$ cat src/rtl/btb_update_ctrl.sv
`default_nettype none
// ============================================================================
// Module      : btb_update_ctrl
// Description : Sequences BTB writes: mispredict flush/redirect, update FIFO
//               drain, and post-reset/requested invalidate sweep.
//               Optional macro BTB_STATS_EN adds branch/mispredict counters.
// Revision    : 1.0 - initial release
// ============================================================================
module btb_update_ctrl #(
    parameter int DEPTH   = 2,
    parameter int ENTRIES = 4
) (
    input  logic                       CLK,
    input  logic                       nRST,
    input  logic                       resolve_valid,
    input  logic [31:0]                resolve_pc,
    input  logic [31:0]                resolve_target,
    input  logic                       resolve_taken,
    input  logic                       pred_taken,
    input  logic [31:0]                pred_target,
    input  logic                       wr_allow,
    input  logic                       clear_req,
    input  logic                       halt,
    output logic                       flush,
    output logic [31:0]                redirect_pc,
    output logic                       btb_wen,
    output logic [31:0]                btb_pc_w,
    output logic [31:0]                btb_target_w,
    output logic                       btb_taken_w,
    output logic                       btb_clr,
    output logic [$clog2(ENTRIES)-1:0] btb_clr_idx,
    output logic                       busy,
    output logic [7:0]                 drop_cnt
`ifdef BTB_STATS_EN
    ,
    output logic [31:0]                branch_cnt,
    output logic [31:0]                mispred_cnt
`endif
);

    localparam int AW = (DEPTH > 1) ? $clog2(DEPTH) : 1;
    localparam int IW = $clog2(ENTRIES);
    localparam logic [IW-1:0] C_LAST_IDX = IW'(ENTRIES - 1);
    localparam logic [IW-1:0] C_IDX_ONE  = IW'(1);
    localparam logic [AW:0]   C_PTR_ONE  = (AW + 1)'(1);

    typedef enum logic [1:0] {
        S_CLEAR = 2'd0,
        S_RUN   = 2'd1,
        S_HALT  = 2'd2
    } state_t;

    state_t          r_state;
    state_t          w_next;
    logic [IW-1:0]   r_clr_idx;
    logic [31:0]     r_fifo_pc  [DEPTH];
    logic [31:0]     r_fifo_tgt [DEPTH];
    logic            r_fifo_tk  [DEPTH];
    logic [AW:0]     r_wr_ptr;
    logic [AW:0]     r_rd_ptr;
    logic            r_flush;
    logic [31:0]     r_redirect;
    logic [7:0]      r_drop_cnt;

    logic w_empty, w_full, w_mispredict, w_push, w_pop, w_drop, w_run;

    assign w_run        = (r_state == S_RUN);
    assign w_empty      = (r_wr_ptr == r_rd_ptr);
    assign w_full       = (r_wr_ptr[AW] != r_rd_ptr[AW]) &&
                          (r_wr_ptr[AW-1:0] == r_rd_ptr[AW-1:0]);
    assign w_mispredict = resolve_valid &&
                          ((resolve_taken != pred_taken) ||
                           (resolve_taken && (resolve_target != pred_target)));
    assign w_pop        = w_run && !w_empty && wr_allow;
    // A pop in the same cycle frees the slot, so a full FIFO still accepts.
    assign w_push       = w_run && resolve_valid && (!w_full || w_pop);
    assign w_drop       = w_run && resolve_valid && w_full && !w_pop;

    always_comb begin
        w_next       = r_state;
        btb_wen      = 1'b0;
        btb_pc_w     = 32'd0;
        btb_target_w = 32'd0;
        btb_taken_w  = 1'b0;
        case (r_state)
            S_CLEAR: if (r_clr_idx == C_LAST_IDX) w_next = S_RUN;
            S_RUN: begin
                if (clear_req)  w_next = S_CLEAR;
                else if (halt)  w_next = S_HALT;
                if (w_pop) begin
                    btb_wen      = 1'b1;
                    btb_pc_w     = r_fifo_pc[r_rd_ptr[AW-1:0]];
                    btb_target_w = r_fifo_tgt[r_rd_ptr[AW-1:0]];
                    btb_taken_w  = r_fifo_tk[r_rd_ptr[AW-1:0]];
                end
            end
            S_HALT:  w_next = S_HALT;
            default: w_next = S_CLEAR;
        endcase
    end

    // Sweep indicators are gated by nRST so every output reads 0 while reset is held.
    assign btb_clr     = (r_state == S_CLEAR) && nRST;
    assign busy        = (r_state == S_CLEAR) && nRST;
    assign btb_clr_idx = r_clr_idx;
    assign flush       = r_flush;
    assign redirect_pc = r_redirect;
    assign drop_cnt    = r_drop_cnt;

    always_ff @(posedge CLK or negedge nRST) begin
        if (!nRST) begin
            r_state    <= S_CLEAR;
            r_clr_idx  <= '0;
            r_wr_ptr   <= '0;
            r_rd_ptr   <= '0;
            r_flush    <= 1'b0;
            r_redirect <= 32'd0;
            r_drop_cnt <= 8'd0;
        end else begin
            r_state <= w_next;
            if (r_state == S_CLEAR)
                r_clr_idx <= (r_clr_idx == C_LAST_IDX) ? '0 : r_clr_idx + C_IDX_ONE;
            else
                r_clr_idx <= '0;

            r_flush <= w_mispredict && (r_state != S_HALT);
            if (w_mispredict && (r_state != S_HALT))
                r_redirect <= resolve_taken ? resolve_target : resolve_pc + 32'd4;

            if (w_run && clear_req) begin
                r_wr_ptr <= '0;
                r_rd_ptr <= '0;
            end else begin
                if (w_push) r_wr_ptr <= r_wr_ptr + C_PTR_ONE;
                if (w_pop)  r_rd_ptr <= r_rd_ptr + C_PTR_ONE;
            end

            if (w_drop && (r_drop_cnt != 8'hFF))
                r_drop_cnt <= r_drop_cnt + 8'd1;
        end
    end

    // Payload storage needs no reset: reads are qualified by the pointers.
    always_ff @(posedge CLK) begin
        if (w_push) begin
            r_fifo_pc[r_wr_ptr[AW-1:0]]  <= resolve_pc;
            r_fifo_tgt[r_wr_ptr[AW-1:0]] <= resolve_target;
            r_fifo_tk[r_wr_ptr[AW-1:0]]  <= resolve_taken;
        end
    end

`ifdef BTB_STATS_EN
    logic [31:0] r_branch_cnt;
    logic [31:0] r_mispred_cnt;

    always_ff @(posedge CLK or negedge nRST) begin
        if (!nRST) begin
            r_branch_cnt  <= 32'd0;
            r_mispred_cnt <= 32'd0;
        end else if (r_state != S_HALT) begin
            if (resolve_valid) r_branch_cnt  <= r_branch_cnt + 32'd1;
            if (w_mispredict)  r_mispred_cnt <= r_mispred_cnt + 32'd1;
        end
    end

    assign branch_cnt  = r_branch_cnt;
    assign mispred_cnt = r_mispred_cnt;
`endif

endmodule
`default_nettype wire

$ cat config.mk
export PLATFORM = sky130hd
export DESIGN_NAME = btb_update_ctrl
export DESIGN_NICKNAME = d
export VERILOG_FILES = /design/src/rtl/btb_update_ctrl.sv
export SDC_FILE = /design/constraint.sdc
export NUM_CORES = 1
export LEC_CHECK = 0
export CORE_ASPECT_RATIO = 1.25
export CORE_MARGIN = 2
export CORE_UTILIZATION = 53
export CTS_CLUSTER_DIAMETER = 50
export DETAILED_ROUTE_END_ITERATION = 6
export GPL_ROUTABILITY_DRIVEN = 0
export GPL_TIMING_DRIVEN = 0
export PLACE_DENSITY = 0.86
export SKIP_CTS_REPAIR_TIMING = 1
export SYNTH_ARGS = -nofsm -noshare
export SYNTH_HDL_FRONTEND = slang
export SYNTH_SLANG_ARGS = --single-unit
$ cat constraint.sdc
create_clock -name CLK -period 8.7 [get_ports CLK]
set_clock_uncertainty 0.15 [all_clocks]
set_input_delay 1.74 -clock CLK [delete_from_list [all_inputs] [get_ports CLK]]
set_output_delay 1.74 -clock CLK [all_outputs]
set_load 0.005 [all_outputs]
# Yosys cells after proc, flatten, opt, wreduce, memory -nomap -nowiden
# Memories as Yosys holds them, arrays and structs flattened.
# Index checks and enable logic that the tools add are counted.
# word_totals
register_bits	49
ram_bits	130
input_bits	104
n_memories	3
# memory_table
memory	words	word_bits	read_ports	rd_ports_with_merged_regs	wr	line	text
r_fifo_pc	2	32	1	0	1	56	logic [31:0] r_fifo_pc [DEPTH];
r_fifo_tgt	2	32	1	0	1	57	logic [31:0] r_fifo_tgt [DEPTH];
r_fifo_tk	2	1	1	0	1	58	logic r_fifo_tk [DEPTH];
# classes
addsub	5
n_eq_ne	12
mux	21
n_reduce_logical	22
# ops
op	count
$mux 32	5
$add 32x3->32 const B	1
$ne 32x32->1	1
$mux 2	9
$logic_and 1x1->1	13
$add 8x1->8 const B	1
$ne 8x8->1 const B	1
$add 2x1->2 const B	3
$mux 1	6
$pmux 2 s3	1
$eq 2x2->1 const B	2
$ne 2x2->1 const B	2
$reduce_bool 2->1	2
$logic_not 1->1	3
$ne 3x3->1 const B	1
$eq 2x1->1 const B	1
$eq 2x2->1	1
$logic_not 2->1	1
$logic_or 1x1->1	2
$ne 1x1->1	2
$reduce_and 2->1	1
$eq 1x1->1	1

# Depth between registers and ports, before layout
# logic_depth
word_depth	8
depth_mapped	8

# Least setup slack after synthesis
# Ideal clock, no wire load.
# synth_timing
kind	input to register
startpoint	in wr_allow
endpoint	mem r_fifo_pc[0][0], enable pin
setup_time_ns	0.568
t_arrival_ns	6.262
required_ns	7.982
setup_slack_ns	1.720
cell_stages	2
path_buffers	0
cell_sequence	nor3_1 > nor3_1
# synth_via
elab_chain_len	5
# synth_rtl
element	line	text
start, declared	21	input logic wr_allow,
$logic_and 1x1->1	74	assign w_pop = w_run && !w_empty && wr_allow;
$logic_or 1x1->1	76	assign w_push = w_run && resolve_valid && (!w_full || w_pop);
$logic_and 1x1->1	76	
$mux 1	145	if (w_push) begin
$mux 1 (implied by the code)	146	r_fifo_pc[r_wr_ptr[AW-1:0]] <= resolve_pc;
end, declared	56	
# No other way between the ends.

# Worst setup path in the final report
# layout_timing
startpoint	in wr_allow
endpoint	out btb_pc_w[13]
# layout_via
elab_chain_len	3
# layout_rtl
element	line	text
$logic_and 1x1->1	74	
$mux 32	90	if (w_pop) begin
$mux 32	85	case (r_state)
end, declared	27	output logic [31:0] btb_pc_w,
# No other way between the ends.

==> flow_metrics.tcl <==
set metrics [dict create \
    whs_path_depth 1 \
    crit_path_end_kind "primary output" \
    vias_per_cell 5.61 \
    drt-total-wl_um 22200 \
    syn_to_final_growth_pct 36.5 \
    cp.required_ns 6.81 \
    die-width_um 115 \
    start_kind "primary input" \
    max_freq_mhz 169 \
    regArea_mm2 0.00513 \
    yosys.area.top_type "edfxtp_1" \
    p_leak_nw 3.98 \
    vdd_drop_max_mv 0.107 \
    cts.clk_slew.worst_paths_ns 0.07 \
    grt_usage 0.273 \
    synth_cell_types 37 \
    core-area_mm2 0.0150 \
    worstRegToRegCells 6 \
    max-slew-margin-rel 0.348 \
    grt_pass1_vias 6105 \
    syn_nets 723 \
    die_h_um 143 \
    rsz0062_at_grt "false" \
    antenna_left 0 \
    antenna_found_initial 0 \
    rrSetupSlack_ns 6.07 \
    start_util 0.545 \
    yosysMostFrequentCell "edfxtp_1" \
    cellPowerDensity_mw_per_mm2 155 \
    grt_first_pass_wirelength_um 33400 \
    ys_ff_latch 179 \
    synthArstFlopShare 0.274 \
    hold_start "btb_clr_idx[0]$_DFF_PN0_" \
    synth_edf_count 130 \
    io-pin-count 215 \
    grt_overflow_total 0 \
    drtIter0Drc 392 \
    synth.cells.most_frequent "130 x edfxtp_1, 79 x nor2_1, 70 x mux2i_1" \
    nets 962 \
    tightest_slew_ns 0.973 \
    period_minus_slack_ns 5.92 \
    yosys.area.top_type_share 0.478 \
    clk_latency_ns 0.42 \
    multi_input_area_mm2 0.00290 \
    htreeDepth 4 \
    ys.flop_type "edfxtp_1" \
    clockBufferDepth 2 \
    min_path_type "reg -> reg" \
    r2r-end "r_fifo_tgt[0][23]$_DFFE_PP_" \
    synth_cells 616 \
    hold_slack_ns 0.326 \
    status "completed" \
    drv_slew 0 \
    diodes 0 \
    cp.arrival_ns 4.03 \
    reg2reg_from "r_rd_ptr[0]$_DFFE_PN0P_" \
    io_buffer_count 214 \
    cts_tree "done" \
    synth_warnings 0 \
    avgRoutedWirePerCell_um 21.1 \
    critPathMaxStageDelay_ns 0.56 \
    finalSetupViolCount 0 \
    hold_violations 0 \
    crit_slowest_cell "buf_1" \
    avgSynthCellArea_um2 13.3 \
    cp_max_fo 10 \
    clkSinkCount 179 \
    grt_max_degree 67 \
    crit_type "in -> out" \
    vias 5895 \
    core.rowCount 50 \
    first_pass_iters 5 \
    fin_crit_sh 0.680 \
    p_total_mw 1.73 \
    path_cells "clkdlybuf4s50_1 -> o211ai_1 -> clkbuf_1 -> buf_1 -> nor2_1 -> clkdlybuf4s50_1" \
    max_cap_viol_count 0 \
    die-area_mm2 0.0164 \
    drive_gt1_frac 0.0853 \
    fill_cells 992 \
    cpMostUsedCell "clkdlybuf4s50_1" \
    post-route-drc-count 0 \
    root_buffer "clkbuf_16" \
    synth_area_leaders "edfxtp_1 48%, dfrtp_1 15%, mux2i_1 8.6%" \
    cts_buffers 17 \
    synth-seq-area-share 0.627 \
    hold_end "btb_clr_idx[0]$_DFF_PN0_" \
    hpwl_um 16700 \
    syn-cell-area_mm2 0.00818 \
]
placed cells by master, fill, tap and decap left out, types with 10 or more instances in the layout:
cell type / netlist / final
dfrtp_1: 49 / 49
nor2_1: 79 / 79
clkbuf_1: 18 / 19
mux2_4: 19 / 19
nand3_1: 14 / 14
nand4_1: 16 / 16
clkdlybuf4s50_1: 0 / 213
edfxtp_1: 130 / 130
nand2_1: 40 / 40
mux2_2: 10 / 10
mux2i_1: 70 / 70
xnor2_1: 24 / 24
o21ai_0: 29 / 29
clkbuf_16: 0 / 17
xor2_1: 47 / 47
registers in the layout, indices dropped and copies added, names as in the netlist:
| name | flops |
|---|---|
| r_fifo_pc | 64 |
| r_fifo_tgt | 64 |
| redirect_pc | 32 |
| drop_cnt | 8 |
| btb_clr_idx | 2 |
| r_fifo_tk | 2 |
| r_rd_ptr | 2 |
| r_state | 2 |
| r_wr_ptr | 2 |
| flush | 1 |
stage by stage:
stage                     worst slack (ns)  std cells  area, µm²  setup TNS, ns  utilization
after CTS                             2.83       1050      11200              0        0.743
after detailed placement              2.84       1018      10600              0        0.708
after floorplan                       1.72        616       8180              0            -
final                                 2.78       1050      11200              0        0.743
after global routing                  2.66       1050      11200              0        0.743
after global placement               -1.01       1012      10500         -65.23        0.702
worst max-delay path by stage:
| stage | startpoint | endpoint | slack, ns | cells after the start |
|---|---|---|---|---|
| finish | wr_allow | btb_pc_w[13] | 2.78 | 6 |
| global route | wr_allow | btb_pc_w[12] | 2.66 | 6 |
| CTS | wr_allow | btb_pc_w[13] | 2.83 | 6 |
| detailed placement | wr_allow | btb_pc_w[13] | 2.84 | 6 |
| global placement | resolve_valid | r_fifo_tgt[0][20]$_DFFE_PP_ | -1.01 | 3 |
| floorplan | wr_allow | r_fifo_pc[0][0]$_DFFE_PP_ | 1.72 | 2 |
worst max-delay path, delay by kind of cell:
| family | cells | cell delay [ns] |
|---|---|---|
| compound gates | 1 | 0.18 |
| buf+inv | 4 | 1.97 |
| simple gates | 1 | 0.13 |
cell families after synthesis:
family          count (synthesis)  synth area share
mux                            99             0.134
buf+inv                        35            0.0184
simple gates                  186             0.109
compound gates                 43            0.0305
xor+xnor                       71            0.0761
fa+ha+maj                       3           0.00459
flops                         179             0.627
final cells by class:
| type | count | share of cell area |
|---|---|---|
| Clock inverter | 14 | 0.00919 |
| Sequential cell | 179 | 0.460 |
| Timing Repair Buffer | 220 | 0.199 |
| Tap cell | 182 | 0.0204 |
| Inverter | 8 | 0.00269 |
| Clock buffer | 18 | 0.0385 |
| Buffer | 27 | 0.0108 |
| Multi-Input combinational cell | 402 | 0.260 |
where the power goes:
part	internal, mW	switching (mW)
logic	0.0605	0.0621
clock network	0.368	0.326
registers	0.916	0
per-layer routing:
layer,vias up,wire (µm),track usage
li1,2713,-,-
met1,2867,8530,0.331
met2,262,11400,0.472
met3,53,1540,0.0645
met4,0,743,0.107
met5,-,0,0
Power figures use the tool's default switching activity.
